<file path="config.mk">
export PLATFORM = sky130hd
export DESIGN_NAME = beep_pattern_gen
export DESIGN_NICKNAME = d
export VERILOG_FILES = /design/src/rtl/beep_pkg.sv /design/src/rtl/beep_tone_osc.sv /design/src/rtl/beep_pattern_gen.sv
export SDC_FILE = /design/constraint.sdc
export NUM_CORES = 1
export LEC_CHECK = 0
export CORE_MARGIN = 4
export CORE_UTILIZATION = 45
export CTS_CLUSTER_DIAMETER = 200
export DETAILED_ROUTE_END_ITERATION = 7
export GPL_ROUTABILITY_DRIVEN = 0
export GPL_TIMING_DRIVEN = 1
export PLACE_DENSITY_LB_ADDON = 0.1
export REMOVE_ABC_BUFFERS = 1
export SLEW_MARGIN = 0
export SYNTH_ARGS = -nofsm -noshare
export SYNTH_HDL_FRONTEND = slang
export SYNTH_HIERARCHICAL = 1
export SYNTH_SLANG_ARGS = --single-unit
</file>
<file path="constraint.sdc">
create_clock -name clk -period 6.2 [get_ports clk]
set_input_delay 0.93 -clock clk [delete_from_list [all_inputs] [get_ports clk]]
set_output_delay 0.93 -clock clk [all_outputs]
set_load 0.05 [all_outputs]
</file>
<file path="src/rtl/beep_pkg.sv">
// Shared types and tone table for the beep pattern generator.
// Half-period constants are for a 50 MHz clock.
package beep_pkg;

    typedef enum logic [1:0] {
        IDLE = 2'd0,
        ON   = 2'd1,
        OFF  = 2'd2
    } state_t;

    localparam int HALF_W = 16;

    // Index 0..3: 523 Hz, 659 Hz, 784 Hz, 1047 Hz
    localparam logic [3:0][HALF_W-1:0] TONE_HALF = {
        16'd23877, 16'd31888, 16'd37936, 16'd47801
    };

endpackage

</file>
<file path="src/rtl/beep_tone_osc.sv">
// Square-wave oscillator: wave toggles every 'half' enabled cycles, first rise 'half' cycles after enable.
// Latency: output registered; no backpressure, wave and counter clear whenever enable is low.
module beep_tone_osc
    import beep_pkg::*;
(
    input  logic              clk,
    input  logic              rst_n,
    input  logic              en,
    input  logic [HALF_W-1:0] half,
    output logic              wave
);

    logic [HALF_W-1:0] cnt;

    always_ff @(posedge clk) begin
        if (!rst_n || !en) begin
            cnt  <= '0;
            wave <= 1'b0;
        end else if (cnt == half - HALF_W'(1)) begin
            cnt  <= '0;
            wave <= ~wave;
        end else begin
            cnt <= cnt + HALF_W'(1);
        end
    end

endmodule

</file>
<file path="src/rtl/beep_pattern_gen.sv">
// Plays a (tone, count) request as count ON bursts separated by OFF gaps; optional abort via BEEP_ABORT_EN.
// Latency: ON starts the cycle after accept, done pulses one cycle after the last ON; req_ready only in IDLE.
module beep_pattern_gen
    import beep_pkg::*;
#(
    parameter int                         CNT_W       = 25,
    parameter logic [CNT_W-1:0]           ON_CNT_MAX  = CNT_W'(5_000_000 - 1),
    parameter logic [CNT_W-1:0]           OFF_CNT_MAX = CNT_W'(5_000_000 - 1),
    parameter logic [3:0][HALF_W-1:0]     TONE_TAB    = TONE_HALF
) (
    input  logic       clk,
    input  logic       rst_n,
    input  logic       req_valid,
    input  logic [1:0] req_tone,
    input  logic [3:0] req_count,
`ifdef BEEP_ABORT_EN
    input  logic       abort,
`endif
    output logic       req_ready,
    output logic       busy,
    output logic       done,
    output logic       beep
);

    state_t           state;
    logic [CNT_W-1:0] burst_cnt;
    logic [3:0]       remaining;
    logic [1:0]       tone_q;
    logic             abort_hit;
    logic             on_last;
    logic             osc_en;

`ifdef BEEP_ABORT_EN
    assign abort_hit = abort && (state != IDLE);
`else
    assign abort_hit = 1'b0;
`endif

    assign req_ready = (state == IDLE);
    assign on_last   = (state == ON) && (burst_cnt == ON_CNT_MAX);
    // Drop enable on the last ON cycle so beep is already low when OFF/IDLE is entered.
    assign osc_en    = (state == ON) && !on_last && !abort_hit;

    always_ff @(posedge clk) begin
        if (!rst_n) begin
            state     <= IDLE;
            burst_cnt <= '0;
            remaining <= '0;
            tone_q    <= '0;
            busy      <= 1'b0;
            done      <= 1'b0;
        end else begin
            done <= 1'b0;
            if (abort_hit) begin
                state     <= IDLE;
                burst_cnt <= '0;
                busy      <= 1'b0;
            end else begin
                case (state)
                    IDLE: begin
                        if (req_valid) begin
                            tone_q    <= req_tone;
                            remaining <= req_count;
                            burst_cnt <= '0;
                            if (req_count == 4'd0) begin
                                done <= 1'b1;
                            end else begin
                                state <= ON;
                                busy  <= 1'b1;
                            end
                        end
                    end
                    ON: begin
                        if (burst_cnt == ON_CNT_MAX) begin
                            burst_cnt <= '0;
                            remaining <= remaining - 4'd1;
                            if (remaining == 4'd1) begin
                                state <= IDLE;
                                busy  <= 1'b0;
                                done  <= 1'b1;
                            end else begin
                                state <= OFF;
                            end
                        end else begin
                            burst_cnt <= burst_cnt + CNT_W'(1);
                        end
                    end
                    OFF: begin
                        if (burst_cnt == OFF_CNT_MAX) begin
                            burst_cnt <= '0;
                            state     <= ON;
                        end else begin
                            burst_cnt <= burst_cnt + CNT_W'(1);
                        end
                    end
                    default: begin
                        state     <= IDLE;
                        burst_cnt <= '0;
                        busy      <= 1'b0;
                    end
                endcase
            end
        end
    end

    beep_tone_osc u_osc (
        .clk   (clk),
        .rst_n (rst_n),
        .en    (osc_en),
        .half  (TONE_TAB[tone_q]),
        .wave  (beep)
    );

endmodule

</file>
======== Yosys cells after proc, flatten, opt, wreduce, memory -nomap -nowiden ========
Index checks and enable logic that the tools add are counted.
W data, S select, Z words.
operators by class
  add/subtract/negate cells ............... 4
  order comparisons ....................... 1
  eq/ne operators ......................... 10
  muxes and demuxes ....................... 24
  bitwise operators ....................... 2
  reduce and logical (&&, ||, !) cells .... 15
operators with widths
  operator                 count
  $mux W25                 2
  $pmux W25 S2             1
  $bmux W16 S2             1
  $add A25 B1 Y25 const B  1
  $eq A25 B23 Y1 const B   1
  $add A16 B1 Y16 const B  1
  $eq A16 B16 Y1           1
  $mux W16                 1
  $sub A16 B1 Y16 const B  1
  $mux W2                  5
  $mux W1                  8
  $mux W4                  2
  $pmux W4 S2              1
  $ne A2 B2 Y1 const B     3
  $pmux W2 S3              1
  $reduce_and A5 Y1        1
  $eq A4 B1 Y1 const B     1
  $logic_not A4 Y1         1
  $ne A2 B1 Y1 const B     2
  $reduce_and A4 Y1        1
  $reduce_or A2 Y1         2
  $sub A4 B1 Y4 const B    1
  $logic_not A1 Y1         3
  $lt A2 B3 Y1 const B     1
  11 further kinds         13
word-level totals
  bits in registers ....................... 52
  output and inout bits ................... 4
  logic and storage cells ................. 64

======== Logic depth before layout (Yosys ltp) ========
Gate-level depths: netlist of the first run.
  depth in word-level cells ............... 7
  depth in mapped cells ................... 14

======== By module ========
Netlist of the first run, hierarchy kept.
modules (own cells, without submodules)
  module            instances  cells an instance  area each (um2)
  beep_pattern_gen  1          238                2001.9
  beep_tone_osc     1          155                1318.8

======== Worst setup path after synthesis of the first run ========
No wires, ideal clock.
  path kind ............................... register -> register
  from .................................... register tone_q[1]
  to ...................................... register u_osc.cnt[2]
  arrival time ............................ 3.075 ns
  required time ........................... 6.060 ns
  path slack .............................. 2.985 ns
  stages on the path, launching flop included .. 13
  clock period less this slack ............ 3.215 ns
  path through ............................ dfxtp_1 inv_1 ha_1 inv_1 or4_1 buf_2 or4b_2 a21oi_1 o311ai_0 and4bb_1 buf_6 buf_12 nor3_2
on the way
  longest elaborated chain between the ends .. 5
RTL lines
  element                            line                     source
  start, declared                    beep_pattern_gen.sv:28   logic [1:0] tone_q;
  start signal, assigned             beep_pattern_gen.sv:62   tone_q <= req_tone;
  $bmux W16 S2                       beep_pattern_gen.sv:110  .half (TONE_TAB[tone_q]),
  $mux W16 (implied by the code)     beep_pattern_gen.sv:110
  $sub A16 B1 Y16                    beep_tone_osc.sv:19      end else if (cnt == half - HALF_W'(1)) begin
  $eq A16 B16 Y1                     beep_tone_osc.sv:19
  $reduce_or A2 Y1 (no source line)  --
  end signal, assigned               beep_tone_osc.sv:23      cnt <= cnt + HALF_W'(1);
  end, declared                      beep_tone_osc.sv:13      logic [HALF_W-1:0] cnt;
Every way passes these cells. The select of a mux whose other input is x is not followed.
A chain may end at the register's enable or synchronous reset.

======== Worst setup path after layout of the first run ========
  from .................................... register tone_q[1]
  to ...................................... register u_osc.wave
on the way
  longest elaborated chain between the ends .. 4
RTL lines
  element                         line                     source
  $bmux W16 S2                    beep_pattern_gen.sv:110
  $mux W16 (implied by the code)  beep_pattern_gen.sv:110
  $sub A16 B1 Y16                 beep_tone_osc.sv:19
  $eq A16 B16 Y1                  beep_tone_osc.sv:19
  end signal, assigned            beep_tone_osc.sv:21      wave <= ~wave;
  end, declared                   beep_tone_osc.sv:10      output logic wave
Every way passes these cells. The select of a mux whose other input is x is not followed.

==> flow_summary.json, run 1 <==
{
  "grt.overflow.total": 0,
  "grt_max_degree": 26,
  "portBuffers": 12,
  "rows": 31,
  "drcViolationCount": 0,
  "postSynthCellCount": 393,
  "crit_required_ns": 6.44,
  "hold_path.class": "reg -> reg",
  "die_height_um": 93.9,
  "first_pass_grt_wire_length_mm": 11.6,
  "fmax_ghz": 0.249,
  "finalSetupTns_ns": 0,
  "fillCellCount": 739,
  "critical_path_class": "reg -> reg",
  "clock-skew-final_ns": 0.0195,
  "via_count": 2685,
  "setup_repair_after_global_routing_missed_its_margin": "false",
  "total_routing_resource_utilization_after_global_routing": 0.159,
  "number_of_global_route_vias_before_repair": 2543,
  "setup_viol_count_final": 0,
  "slew_viol_final": 0,
  "final_cells": 501,
  "clk_root_buffer_cell": "clkbuf_8",
  "insertion_delay_ns": 0.31,
  "wl_per_instance_um": 13.3,
  "initial_core_util": 0.460,
  "synth_enable_flop_cells": 0,
  "drt_pre_antenna_iters": 4,
  "drtAntennaViolNets": 0,
  "boundaryPins": 13,
  "numClockSinks": 52,
  "n_antenna_cell": 0,
  "first_iter_violations": 113,
  "total_setup_buffers_inserted_after_cts": 0,
  "whs_ns": 0.474,
  "cp-end-kind": "register",
  "max_slew_margin": 0.325,
  "seqCellArea_mm2": 0.00104,
  "antenna_violations_before_repair": 0,
  "chipWidth_um": 93.9,
  "finalWirelength_mm": 6.65,
  "htreeDepth": 2,
  "tritoncts": "built",
  "timing.critical_path.from_type": "register",
  "floorplan.die_area_mm2": 0.00882,
  "postCtsHoldBufs": 0,
  "multiInputGateArea_mm2": 0.00208,
  "worst_endpoint_data_arrival_time_ns": 4.25,
  "cts_max_path_buffers": 2,
  "post_synthesis_sequential_element_count": 52,
  "design.final.nets": 425,
  "max-vdd-ir-drop_uv": 110,
  "final_hold_viol_count": 0,
  "critical_path.max_fanout": 17,
  "async_flop_share": 0,
  "cts_inserted_buffers": 5,
  "synth-warning-count": 6,
  "maxCapViolations": 0,
  "ys_dominant_reg_cell": "dfxtp_1",
  "area_growth_pct": 6.56,
  "finalCritPeriodShare": 0.647,
  "max_slew.worst_pin.slew_ns": 1.00,
  "routed_via_density": 5.36,
  "hpwl_detailed_mm": 4.87,
  "post-place-cells": 493,
  "clk_pin_slew_ns": 0.10,
  "floorplan.core_area_mm2": 0.00721,
  "p_per_area_mw_per_mm2": 253,
  "period_needed_ns": 4.01,
  "synthesis.area_mm2": 0.00332,
  "leakage_nw": 1.21,
  "postSynthAreaPerCell_um2": 8.45,
  "synth_seq_area_share": 0.313,
  "result_of_the_run": "completed",
  "synth.lib_cells_used.distinct": 61,
  "drive_gt1_frac": 0.0846,
  "post_cts.resized_instances": 0
}
[per-layer routing]
layer | GRT usage | up-vias | part of all wire
li1 | - | 1391 | -
met1 | 0.213 | 1250 | 0.49
met2 | 0.259 | 35 | 0.46
met3 | 0.0296 | 9 | 0.029
met4 | 0.0517 | 0 | 0.017
met5 | 0 | - | 0
[path summary, 6_finish.rpt]
kind,endpoint,from,cells after the start,slack (ns)
max,u_osc/wave,tone_q[1],9,2.19
min,busy,busy,2,0.47
max reg2reg,u_osc/wave,tone_q[1],9,2.19
min reg2reg,busy,busy,2,0.47
[worst max-delay path, cell delays in order (launching register included)]
cell,delay [ns]
dfxtp_1,0.49
inv_1,0.22
ha_1,0.32
inv_1,0.07
or4_1,0.70
or4b_2,0.68
a21oi_1,0.16
o311ai_0,0.12
and4bb_1,0.92
mux2i_1,0.25
[final cells by class]
class	count	share of cell area
Multi-Input combinational cell	308	0.588
Sequential cell	52	0.294
Tap cell	99	0.0350
Timing Repair Buffer	12	0.0339
Inverter	22	0.0233
Clock buffer	5	0.0194
Clock inverter	3	0.00601
[cell usage after synthesis (3+ instances only)]
cell type / number / area share
and3_1: 10 / 0.019
buf_12: 3 / 0.018
ha_1: 15 / 0.057
buf_6: 3 / 0.010
clkbuf_1: 6 / 0.0068
dfxtp_1: 52 / 0.31
nor3b_1: 3 / 0.0068
o21ai_0: 9 / 0.014
xor2_1: 28 / 0.074
o31ai_1: 4 / 0.0090
or2_2: 5 / 0.0094
nand4b_1: 3 / 0.0079
nand3_1: 15 / 0.023
nor2_1: 36 / 0.041
a21oi_1: 9 / 0.014
nor4b_1: 3 / 0.0079
nand4_1: 12 / 0.023
nor3_2: 11 / 0.033
nand2_1: 36 / 0.041
nor4_1: 5 / 0.0094
or4_1: 4 / 0.0090
a31oi_1: 3 / 0.0057
inv_1: 22 / 0.025
xnor2_1: 24 / 0.063
buf_2: 3 / 0.0045
nor3_1: 15 / 0.023
or3_1: 3 / 0.0057
mux2i_1: 4 / 0.012
[sequential cells by signal, indices dropped and copies added, names as in the netlist]
signal and count:
tone_q 2, state 2, u_osc/cnt 16, done 1, busy 1, u_osc/wave 1, remaining 4, burst_cnt 25
[logic make-up (layout without fill, tap and decap cells)]
kind of cell               after synthesis  count (layout)  share of synthesized area
xor gates and xnor gates                52              52                      0.137
AOI/OAI and AO/OA                       50              50                      0.106
muxes                                    4               4                     0.0121
and+or+nand+nor                        181             181                      0.309
DFF                                     52              52                      0.313
buffers and inverters                   37              42                     0.0644
adders and majority gates               15              15                     0.0565
other                                    2               6                    0.00226
[per-stage QoR]
step / instance area, um2 / worst slack (ns) / util / power, W
after floorplan: 3200 / 2.68 / - / 0.000629
after CTS: 3540 / 2.19 / 0.490 / 0.000908
after global placement: 3450 / 2.31 / 0.478 / 0.000706
final: 3540 / 2.19 / 0.490 / 0.000894
after detailed placement: 3450 / 2.23 / 0.478 / 0.000705
after global routing: 3540 / 1.97 / 0.490 / 0.000961
[placed cells by master, fill, tap and decap left out, drive strengths merged, types with 2 or more instances in the layout]
cell type       n
nand4          12
nor2           37
a2111oi         2
nor4b           3
nor3b           3
o31ai           4
xor2           28
clkdlybuf4s50  12
o22ai           2
nor2b           3
nor3           26
or3             3
or4b            3
xnor2          24
o31a            2
or2             5
mux2i           4
nand3          15
and4            2
a31oi           3
nand2          36
ha             15
nor4            5
nand3b          2
dfxtp          52
clkbuf          5
and3           11
a21boi          2
a211o           2
and2            2
nand2b          2
nand4b          3
a21oi           9
o21ai          11
o21bai          2
inv            23
or4             5
conb            6
[where the power goes]
group | switching, W | internal (W) | leakage, nW | total, W
clock network | 0.000116 | 0.0000804 | 0.0445 | 0.000197
registers | 0.0000257 | 0.000360 | 0.421 | 0.000386
logic | 0.000196 | 0.000115 | 0.742 | 0.000311
total | 0.000338 | 0.000556 | 1.21 | 0.000894
Power figures use the tool's default switching activity.
==> run 2, diff against run 1 <==
clock period = 3.99 ns   (was 6.2 ns; I/O delays follow)
==> run 2 against run 1 <==
Effect of this change: setup slack lost 1.8 ns; fmax grew 12%; global-route usage grew 0.54 points; clock-buffer cell count is the same; critical path type unchanged; critical endpoint is now u_osc/cnt[1]; largest cell class unchanged.
==> flow_summary.json, run 2 (same netlist as run 1, synthesis figures left out) <==
{
  "result_of_the_run": "completed",
  "die_height_um": 93.9,
  "power.sequential.fraction": 0.428,
  "area_growth_pct": 7.46,
  "number_of_global_route_vias_before_repair": 2481,
  "max_flop_register": "burst_cnt",
  "critical_path.reg2reg.startpoint": "tone_q[1]",
  "power.switching_w": 0.000533,
  "chipWidth_um": 93.9,
  "power_report.internal_total_w": 0.000868,
  "finalSetupTns_ns": 0,
  "worst_endpoint_data_arrival_time_ns": 3.80,
  "multiInputGateArea_mm2": 0.00208,
  "holdPathStages": 2,
  "post_cts.resized_instances": 0,
  "slew_viol_final": 0,
  "cp-end-kind": "register",
  "floorplan.die_area_mm2": 0.00882,
  "first_pass_grt_wire_length_mm": 11.9,
  "insertion_delay_ns": 0.31,
  "tritoncts": "built",
  "number_of_flip_flops_in_the_largest_register": 25,
  "critical_path_class": "reg -> reg",
  "setup_repair_after_global_routing_missed_its_margin": "false",
  "routed_via_density": 5.33,
  "cts_inserted_buffers": 5,
  "drtAntennaViolNets": 0,
  "seqCellArea_mm2": 0.00104,
  "crit_path_max_incr_delay_ns": 0.58,
  "hold_path.class": "reg -> reg",
  "fin_ws_ns": 0.420,
  "htreeDepth": 2,
  "boundaryPins": 13,
  "wl_per_instance_um": 13.3,
  "power_frac_clock": 0.221,
  "path_common_cell": "or2_2",
  "drive_gt1_frac": 0.0936,
  "design.final.nets": 429,
  "path_delay_family": "simple AND/OR/NAND/NOR gates",
  "setup.reg_to_reg.worst_slack_ns": 0.42,
  "fillCellCount": 742,
  "mostFrequentLayoutCells": "dfxtp_1, nand2_1, nor2_1, xor2_1, xnor2_1",
  "grt.overflow.total": 0,
  "drt_pre_antenna_iters": 4,
  "series_of_cell_instances_along_the_critical_path": "inv_1 > ha_1 > or2_2 > or4_1 > o21a_1 > or2_2 > o221a_2 > and4bb_1 > buf_4 > nor3b_1",
  "layout_commonest_cell": "dfxtp_1",
  "via_count": 2694,
  "first_iter_violations": 145,
  "clock-skew-final_ns": 0.0158,
  "clk_root_buffer_cell": "clkbuf_8",
  "total_routing_resource_utilization_after_global_routing": 0.165,
  "critical_path.max_fanout": 17,
  "cp.buffers_inverters": 2,
  "portBuffers": 12,
  "fmax_ghz": 0.280,
  "n_antenna_cell": 0,
  "numClockSinks": 52,
  "length_in_cells_of_the_worst_reg_to_reg_path": 10,
  "max_slew.worst_pin.slew_ns": 0.781,
  "antenna_violations_before_repair": 0,
  "clk_pin_slew_ns": 0.11,
  "cts_max_path_buffers": 2,
  "crit_path_top_delay_cell": "or4_1",
  "regs_by_ff_count": "burst_cnt x25, u_osc/cnt x16, remaining x4",
  "initial_core_util": 0.460,
  "timing.critical_path.from_type": "register",
  "final_hold_viol_count": 0,
  "crit_required_ns": 4.22,
  "total_setup_buffers_inserted_after_cts": 0,
  "leakage_nw": 1.23,
  "rows": 31,
  "finalWirelength_mm": 6.74,
  "terminus_of_the_critical_flop_to_flop_path": "u_osc/cnt[1]",
  "worst_hold_startpoint": "busy",
  "grt_max_degree": 26,
  "min_to": "busy",
  "power_w": 0.00140,
  "floorplan.core_area_mm2": 0.00721,
  "combinationalPowerShare": 0.351,
  "hpwl_detailed_mm": 4.91,
  "max_slew_margin": 0.479,
  "drcViolationCount": 0,
  "finalCritPeriodShare": 0.895,
  "sw_frac_of_total": 0.380,
  "period_needed_ns": 3.57,
  "preCtsSetupSlack_ns": 0.485,
  "maxCapViolations": 0,
  "fin_util": 0.495,
  "max-vdd-ir-drop_uv": 172,
  "postCtsHoldBufs": 0,
  "p_per_area_mw_per_mm2": 393,
  "setup_viol_count_final": 0
}
run 2: how the worst max path moves through the flow:
stage,end,cells past startpoint,start
CTS,u_osc/cnt[1],10,tone_q[1]
detailed placement,u_osc/wave,10,tone_q[1]
floorplan,u_osc/wave,9,tone_q[1]
global route,u_osc/cnt[1],10,tone_q[1]
global placement,u_osc/cnt[1],10,tone_q[1]
finish,u_osc/cnt[1],10,tone_q[1]
run 2: layer usage:
layer / routed length [um] / GRT usage / part of all wire
met1: 3430 / 0.237 / 0.51
met2: 3010 / 0.254 / 0.45
met3: 229 / 0.0264 / 0.034
met4: 78 / 0.0469 / 0.012
met5: 0 / 0 / 0
run 2: stage by stage:
step,area (um2),hold WS [ns],std cells
2_1_floorplan,3200,0.447,382
3_3_place_gp,3480,0.458,497
3_5_place_dp,3480,0.455,497
4_1_cts,3570,0.480,505
5_1_grt,3570,0.508,505
6_report,3570,0.472,505
run 2: area by class of cell:
cell class                 count  area share
clock buffer                   5      0.0193
inverter                      22      0.0231
multi-input combinational    308       0.583
tap                           99      0.0347
timing repair buffer          16      0.0421
sequential                    52       0.292
clock inverter                 3     0.00596
run 2: power groups by stage:
| stage | clock network, W | logic, W | registers, W |
|---|---|---|---|
| 6_report | 0.000309 | 0.000492 | 0.000600 |
| 5_1_grt | 0.000338 | 0.000556 | 0.000607 |
| 4_1_cts | 0.000325 | 0.000496 | 0.000601 |
| 3_5_place_dp | 0 | 0.000494 | 0.000612 |
| 3_3_place_gp | 0 | 0.000491 | 0.000612 |
| 2_1_floorplan | 0 | 0.000356 | 0.000621 |
run 2: tightest hold or removal path, delay by kind of cell, from the launching register on:
kind / cells / cell delay, ns
flip-flops: 1 / 0.33
multiplexers: 1 / 0.06
AND/OR/NAND/NOR: 1 / 0.05
==> run 3, diff against run 2 <==
GPL_ROUTABILITY_DRIVEN = 1   (was 0)
==> results of run 3 <==
Same layout as run 2: the final DEF is identical, and so are final timing and power.
